===== config.mk =====
export PLATFORM = sky130hd
export DESIGN_NAME = sd_host_phy_core
export DESIGN_NICKNAME = d
export VERILOG_FILES = /design/src/rtl/sd_host_phy_core.sv
export SDC_FILE = /design/constraint.sdc
export NUM_CORES = 1
export LEC_CHECK = 0
export ABC_CLOCK_PERIOD_IN_PS = 2200
export CORE_UTILIZATION = 35
export CTS_CLUSTER_SIZE = 40
export DETAILED_ROUTE_END_ITERATION = 7
export SYNTH_ARGS = -nofsm -noshare
export SYNTH_HDL_FRONTEND = slang
export SYNTH_SLANG_ARGS = --single-unit

===== constraint.sdc =====
create_clock -name clk -period 2.2 [get_ports clk]
set_input_delay 0.66 -clock clk [delete_from_list [all_inputs] [get_ports clk]]
set_output_delay 0.66 -clock clk [all_outputs]
set_load 0.005 [all_outputs]

===== src/rtl/sd_host_phy_core.sv =====
// sd_host_phy_core: vendor-neutral SD host PHY core.
//   Divides clk into the SD clock (runtime half-period i_clk_div+1), gates it
//   glitch-free (always stops low), launches CMD/DAT on the SD-clock fall
//   (plus the rise in DDR), and captures CMD/DAT SAMPLE_DELAY clk cycles after
//   each SD-clock edge.
// Ports:
//   clk, rst (sync, active high)
//   i_clk_div, i_clk_en         : divider / run enable
//   i_ddr_en, i_read_wait       : DDR select, SDIO read-wait request
//   i_sd_cmd_*, i_sd_data_*     : launch data/direction from the engines
//   o_sd_cmd_in, o_sd_data_in   : captured data (upper half = first beat)
//   o_rise_stb, o_fall_stb      : first clk cycle of each new SD-clock level
//   o_rx_stb, o_locked          : capture valid, PHY ready
//   o_phy_*, i_phy_*            : pad-side clock, out/oe/in
// Optional feature macro SD_PHY_CLK_AUTOSTOP_EN adds i_rx_ready, which pauses
// the SD clock during reads while the receive side is not ready.
module sd_host_phy_core #(
  parameter int unsigned DATA_WIDTH   = 4,
  parameter int unsigned LOCK_CYCLES  = 16,
  parameter int unsigned SAMPLE_DELAY = 0
) (
  input  logic                      clk,
  input  logic                      rst,
  input  logic [7:0]                i_clk_div,
  input  logic                      i_clk_en,
  input  logic                      i_ddr_en,
  input  logic                      i_read_wait,
  input  logic                      i_sd_cmd_dir,
  input  logic                      i_sd_cmd_out,
  output logic                      o_sd_cmd_in,
  input  logic                      i_sd_data_dir,
  input  logic [2*DATA_WIDTH-1:0]   i_sd_data_out,
  output logic [2*DATA_WIDTH-1:0]   o_sd_data_in,
  output logic                      o_rise_stb,
  output logic                      o_fall_stb,
  output logic                      o_rx_stb,
  output logic                      o_locked,
  output logic                      o_phy_clk,
  output logic                      o_phy_cmd_out,
  output logic                      o_phy_cmd_oe,
  input  logic                      i_phy_cmd_in,
`ifdef SD_PHY_CLK_AUTOSTOP_EN
  input  logic                      i_rx_ready,
`endif
  output logic [DATA_WIDTH-1:0]     o_phy_data_out,
  output logic [DATA_WIDTH-1:0]     o_phy_data_oe,
  input  logic [DATA_WIDTH-1:0]     i_phy_data_in
);

  localparam int unsigned DW = DATA_WIDTH;
  localparam int unsigned LW = (LOCK_CYCLES > 0) ? $clog2(LOCK_CYCLES + 1) : 1;
  localparam bit          RW_OK = (DATA_WIDTH >= 4);
  // Read-wait holds DAT2 low; all other lanes released.
  localparam logic [DW-1:0] RW_OE  = RW_OK ? DW'(4) : '0;
  localparam logic [DW-1:0] RW_OUT = ~RW_OE;

  typedef enum logic [1:0] {STOPPED, RUN_HI, RUN_LO} clk_state_e;

  clk_state_e state_q, state_d;
  logic [7:0] cnt_q, cnt_d, div_q, div_d;
  logic       rise_d, fall_d, allow, tc;

`ifdef SD_PHY_CLK_AUTOSTOP_EN
  assign allow = i_clk_en & (i_sd_data_dir | i_rx_ready);
`else
  assign allow = i_clk_en;
`endif

  assign tc = (cnt_q == div_q);

  // Clock FSM next state: a rise needs allow, a fall never waits.
  always_comb begin
    state_d = state_q;
    cnt_d   = cnt_q + 8'd1;
    div_d   = div_q;
    rise_d  = 1'b0;
    fall_d  = 1'b0;
    unique case (state_q)
      STOPPED: begin
        if (!allow) begin
          cnt_d = 8'd0;
        end else if (tc) begin
          cnt_d   = 8'd0;
          div_d   = i_clk_div;
          state_d = RUN_HI;
          rise_d  = 1'b1;
        end
      end
      RUN_HI: begin
        if (tc) begin
          cnt_d   = 8'd0;
          div_d   = i_clk_div;
          state_d = RUN_LO;
          fall_d  = 1'b1;
        end
      end
      RUN_LO: begin
        if (tc) begin
          cnt_d = 8'd0;
          div_d = i_clk_div;
          if (allow) begin
            state_d = RUN_HI;
            rise_d  = 1'b1;
          end else begin
            state_d = STOPPED;
          end
        end
      end
      default: state_d = STOPPED;
    endcase
  end

  // Clock FSM state and registered clock/strobes.
  always_ff @(posedge clk) begin
    if (rst) begin
      state_q    <= STOPPED;
      cnt_q      <= 8'd0;
      div_q      <= i_clk_div;
      o_phy_clk  <= 1'b0;
      o_rise_stb <= 1'b0;
      o_fall_stb <= 1'b0;
    end else begin
      state_q    <= state_d;
      cnt_q      <= cnt_d;
      div_q      <= div_d;
      o_phy_clk  <= (state_d == RUN_HI);
      o_rise_stb <= rise_d;
      o_fall_stb <= fall_d;
    end
  end

  // Launch: everything on the fall; DDR second beat on the following rise.
  logic [DW-1:0] lower_q;
  logic          ddr_q, rw_q, rw_active;

  assign rw_active = i_read_wait & ~i_sd_data_dir & RW_OK;

  always_ff @(posedge clk) begin
    if (rst) begin
      o_phy_cmd_out  <= 1'b1;
      o_phy_cmd_oe   <= 1'b0;
      o_phy_data_out <= '1;
      o_phy_data_oe  <= '0;
      lower_q        <= '1;
      ddr_q          <= 1'b0;
      rw_q           <= 1'b0;
    end else if (o_fall_stb) begin
      o_phy_cmd_out <= i_sd_cmd_out;
      o_phy_cmd_oe  <= i_sd_cmd_dir;
      ddr_q         <= i_ddr_en;
      rw_q          <= rw_active;
      lower_q       <= i_sd_data_out[DW-1:0];
      if (rw_active) begin
        o_phy_data_out <= RW_OUT;
        o_phy_data_oe  <= RW_OE;
      end else begin
        o_phy_data_out <= i_ddr_en ? i_sd_data_out[2*DW-1:DW] : i_sd_data_out[DW-1:0];
        o_phy_data_oe  <= {DW{i_sd_data_dir}};
      end
    end else if (o_rise_stb && ddr_q && !rw_q) begin
      o_phy_data_out <= lower_q;
    end
  end

  // Sample points: strobes delayed by SAMPLE_DELAY clk cycles.
  logic smp_rise, smp_fall;

  generate
    if (SAMPLE_DELAY == 0) begin : g_nodly
      assign smp_rise = o_rise_stb;
      assign smp_fall = o_fall_stb;
    end else begin : g_dly
      logic [SAMPLE_DELAY-1:0] rise_sh, fall_sh;
      always_ff @(posedge clk) begin
        if (rst) begin
          rise_sh <= '0;
          fall_sh <= '0;
        end else begin
          rise_sh <= SAMPLE_DELAY'({rise_sh, o_rise_stb});
          fall_sh <= SAMPLE_DELAY'({fall_sh, o_fall_stb});
        end
      end
      assign smp_rise = rise_sh[SAMPLE_DELAY-1];
      assign smp_fall = fall_sh[SAMPLE_DELAY-1];
    end
  endgenerate

  // Capture; the DDR mode is frozen at the rise sample so a pair never splits.
  logic rx_ddr_q;

  always_ff @(posedge clk) begin
    if (rst) begin
      o_sd_cmd_in  <= 1'b1;
      o_sd_data_in <= '1;
      o_rx_stb     <= 1'b0;
      rx_ddr_q     <= 1'b0;
    end else begin
      o_rx_stb <= (smp_rise & ~ddr_q) | (smp_fall & rx_ddr_q);
      if (smp_rise) begin
        o_sd_cmd_in <= i_phy_cmd_in;
        rx_ddr_q    <= ddr_q;
        if (ddr_q) o_sd_data_in[2*DW-1:DW] <= i_phy_data_in;
        else       o_sd_data_in[DW-1:0]    <= i_phy_data_in;
      end
      if (smp_fall && rx_ddr_q) begin
        o_sd_data_in[DW-1:0] <= i_phy_data_in;
      end
    end
  end

  // Lock: saturating count of SD-clock rises; sticky once reached.
  logic [LW-1:0] lock_cnt_q, lock_cnt_d;

  always_comb begin
    lock_cnt_d = lock_cnt_q;
    if (o_rise_stb && (32'(lock_cnt_q) < LOCK_CYCLES)) lock_cnt_d = lock_cnt_q + LW'(1);
  end

  always_ff @(posedge clk) begin
    if (rst) begin
      lock_cnt_q <= '0;
      o_locked   <= 1'b0;
    end else begin
      lock_cnt_q <= lock_cnt_d;
      o_locked   <= o_locked | (32'(lock_cnt_d) >= LOCK_CYCLES);
    end
  end

endmodule


Word level (Yosys, flattened, before mapping). Index checks and enable logic that the tools add are counted.

Flip-flop bits (word level): 54. Input port bits: 29. Output and inout bits: 24. Logic and storage cells: 79.

Add/subtract/negate cells: 2. $lt $le $gt $ge: 2. Equality and inequality tests: 6. Muxes and demuxes: 27. Bitwise logic cells: 8. Reduce and logical (&&, ||, !) cells: 14.

Operators by type and width (count): 2-to-1 mux 8 bit (5); 2-to-1 mux 4 bit (8); case mux 8 bit (2 select lines) (2); adder 8 x 1 -> 8 bit, second input constant (1); == test 8 bit (1); 2-to-1 mux 2 bit (4); case mux 2 bit (3 select lines) (1); AND reduction 2 bit (3); adder 5 x 1 -> 5 bit, second input constant (1); greater-or-equal comparator 5 bit, second input constant (1); less-than comparator 5 bit, second input constant (1); 2-to-1 mux 1 bit (5); 2-to-1 mux 5 bit (1); == test 2 x 1 -> 1 bit, second input constant (2); logical AND 1 bit (4); nonzero test 2 bit (2); OR reduction 2 bit (2); bitwise AND 1 bit (3); != test 3 bit, second input constant (1); NOT 1 bit (3); nonzero test 3 bit (1); == test 2 bit, second input constant (1); zero test 2 bit (1); != test 2 x 1 -> 1 bit, second input constant (1); other kinds (3) (4).

Logic depth before layout (Yosys ltp).
Depth after elaboration: 5. Mapped depth: 6. Depth with buffers taken out: 6.

Worst setup path before layout. No wires, ideal clock.

Path kind: input to register. Start: in rst. End: reg o_phy_clk. Setup time: 103 ps. Arrival: 1905 ps. Data required time: 2097 ps. Setup slack: 192 ps. Cell stages on the path: 4. Path buffers: 1. Path through: clkbuf_1 or2_2 or4_4 a2111oi_2.

RTL lines: start: declaration (line 23) `input logic rst,`; end signal: assignment (line 126) `o_phy_clk <= (state_d == RUN_HI);`; end: declaration (line 38) `output logic o_phy_clk,`.

==> results.json <==
{
  "routed_via_density": 4.994,
  "die_x_um": 80.96,
  "insertedDiodeCount": 0,
  "rr_startpoint": "cnt_q[1]$_SDFF_PP0_",
  "ys_seq_area_share_pct": 51.38,
  "p_int_mw": 1.296,
  "fmax_mhz": 488.8,
  "synth_nets": 240,
  "cap_violations": 0,
  "grt_overflow": 0,
  "rows": 28,
  "post-route-min-period_ns": 2.046,
  "layout.nets": 294,
  "grt_pass1_vias": 1570,
  "cts_resized": 0,
  "cts_root_buf": "clkbuf_8",
  "hold_buffers": 0,
  "clock_latency_ns": 0.30,
  "start_util_pct": 36.64,
  "crit_path_max_fanout": 2,
  "switching_share_pct": 21.05,
  "grt_pass1_wl_um": 7238,
  "hold_violations": 0,
  "synth_top_cell_by_area": "dfxtp_1",
  "synth-edff-count": 8,
  "relSlewSlack_pct": 55.05,
  "reg2reg_depth": 5,
  "clk_pin_slew_ns": 0.09,
  "switching_power_uw": 345.3,
  "worst_ep_required_time_ns": 2.40,
  "yosys_warnings": 0,
  "ys_top_cells_by_count": "44 x dfxtp_1, 16 x nor2_1, 14 x a211o_1",
  "drive_above_1_share_pct": 8.462,
  "netlist_instances": 205,
  "vias": 1673,
  "portBuffers": 52,
  "design_area_um2": 2898,
  "skew_ns": 0.008552,
  "dpl_cell_area_um2": 2805,
  "route.detailed.drc": 0,
  "worstHoldStart": "o_locked$_SDFF_PP0_",
  "whs_ns": 0.4450,
  "netlist.area_leader.share_pct": 40.37,
  "drt-total-wl_um": 4331,
  "crit_arrival_ns": 2.25,
  "antenna_found_initial": 0,
  "synth_ff_type": "dfxtp_1",
  "synthTopCellsByArea": "dfxtp_1 40%, edfxtp_1 11%, a211o_1 5.6%",
  "dp_hpwl_um": 3081,
  "yosysMostFrequentCell": "dfxtp_1",
  "setup-violations-final": 0,
  "syn-cell-area_um2": 2182,
  "ioPinCount": 53,
  "cts_setup_buffers": 0,
  "start_kind": "input port",
  "clkPwrFrac_pct": 33.3,
  "worst_pin_slew_ns": 0.6711,
  "synth-async-reset-ratio_pct": 0,
  "worstHoldPathType": "flip-flop to flip-flop",
  "cts.sinks": 52,
  "cts_tree": "yes",
  "rsz0062_at_grt": "false",
  "r2r-end": "div_q[5]$_DFFE_PP_",
  "endpoint": "o_phy_clk$_SDFF_PP0_",
  "tns_ns": 0,
  "peakVddDrop_uv": 282.4,
  "finalCritPeriodShare_pct": 92.99,
  "critPathKind": "input port to flip-flop",
  "grt_usage_pct": 14.33,
  "avgRoutedWirePerCell_um": 12.93,
  "end_kind": "flip-flop",
  "gp_congestion": 0.7498,
  "postSynthAreaPerCell_um2": 10.64,
  "die_area_um2": 6555,
  "areaGrowthSynthToFinish_pct": 32.80,
  "fillers": 568,
  "die_y_um": 80.96,
  "sequentialPowerShare_pct": 59.8,
  "synth_cell_type_count": 36,
  "htree_levels": 2,
  "core_area_um2": 5956,
  "cts_buffers": 5,
  "combPwrFrac_pct": 6.9,
  "p_per_area_nw_per_um2": 566.2,
  "slew_viol_final": 0,
  "rrSetupSlack_ns": 0.31,
  "grt_max_degree": 44,
  "antenna_left": 0,
  "clockBufferDepth": 2,
  "p_leak_nw": 1.056,
  "drtIter0Drc": 45,
  "crit_start": "rst",
  "outcome": "complete, no violations",
  "synth_seq_cells": 52,
  "drt-pass1-iter-count": 4
}
-- through the flow --
stage | utilization, % | worst slack (ns) | cells | power (mW)
2_1_floorplan | - | 0.1918 | 205 | 1.047
3_3_place_gp | 47.10 | -0.1398 | 327 | 1.117
3_5_place_dp | 47.10 | -0.1629 | 327 | 1.117
4_1_cts | 48.66 | 0.1489 | 335 | 1.668
5_1_grt | 48.66 | 0.07760 | 335 | 1.716
6_report | 48.66 | 0.1542 | 335 | 1.641
-- final cells by class --
class | count | area [um2] | area share [%]
clock buffers | 6 | 82.58 | 2.850
clock inverters | 2 | 10.01 | 0.3454
inverters | 8 | 30.03 | 1.036
multi-input cells | 134 | 982.2 | 33.89
flip-flops and latches | 52 | 1121 | 38.69
well taps | 75 | 93.84 | 3.238
repair buffers | 58 | 578.1 | 19.95
-- cell usage in the layout, fill, tap and decap left out, drive strengths merged, types with 6 or more instances in the layout --
cell type,instances
clkdlybuf4s50,52
dfxtp,44
nor2,16
a211o,14
nor2b,12
xnor2,10
a211oi,9
inv,8
edfxtp,8
mux2i,7
xor2,7
and3,6
ha,6
clkbuf,6
buf,6
-- state kept, by name (all words and copies together) (netlist names), 2 cells and up, named ones only --
name	count
lower_q	4
o_phy_data_out	4
o_sd_data_in	8
lock_cnt_q	4
state_q	2
o_phy_data_oe	2
div_q	8
cnt_q	8
-- power by group through the flow --
stage / clock network [mW] / registers, mW / logic, mW
after floorplan: 0 / 1.00 / 0.0446
after global placement: 0 / 1.00 / 0.113
after detailed placement: 0 / 1.00 / 0.114
after CTS: 0.572 / 0.982 / 0.115
after global routing: 0.610 / 0.983 / 0.123
final: 0.546 / 0.981 / 0.113
-- worst min path at each step --
stage / to / slack (ns) / cells past startpoint
after floorplan: o_locked$_SDFF_PP0_ / 0.44 / 2
after global placement: o_locked$_SDFF_PP0_ / 0.44 / 2
after detailed placement: o_locked$_SDFF_PP0_ / 0.44 / 2
after CTS: o_locked$_SDFF_PP0_ / 0.45 / 2
after global routing: o_locked$_SDFF_PP0_ / 0.49 / 2
final: o_locked$_SDFF_PP0_ / 0.45 / 2
-- per-layer routing --
metal | track usage, % | wire length (um) | vias to the layer above
li1 | - | - | 838
met1 | 18.90 | 2129 | 786
met2 | 22.52 | 1926 | 41
met3 | 3.596 | 206 | 8
met4 | 5.357 | 69 | 0
met5 | 0 | 0 | -
-- cell families (layout without fill, tap and decap cells) --
| group | Yosys count | after routing | share of synthesized area, % |
|---|---|---|---|
| simple gates | 57 | 57 | 13.99 |
| flops | 52 | 52 | 51.38 |
| compound gates | 45 | 45 | 16.51 |
| buf+inv | 19 | 74 | 3.612 |
| xor+xnor | 17 | 17 | 6.823 |
| mux | 9 | 9 | 4.243 |
| fa+ha+maj | 6 | 6 | 3.440 |
-- worst max-delay path, stage by stage --
cell and delay, ns:
clkdlybuf4s50_1 0.45, or2_2 0.30, or4_4 0.49, a2111oi_2 0.35
Note: power is estimated with default switching activity, not from simulation.
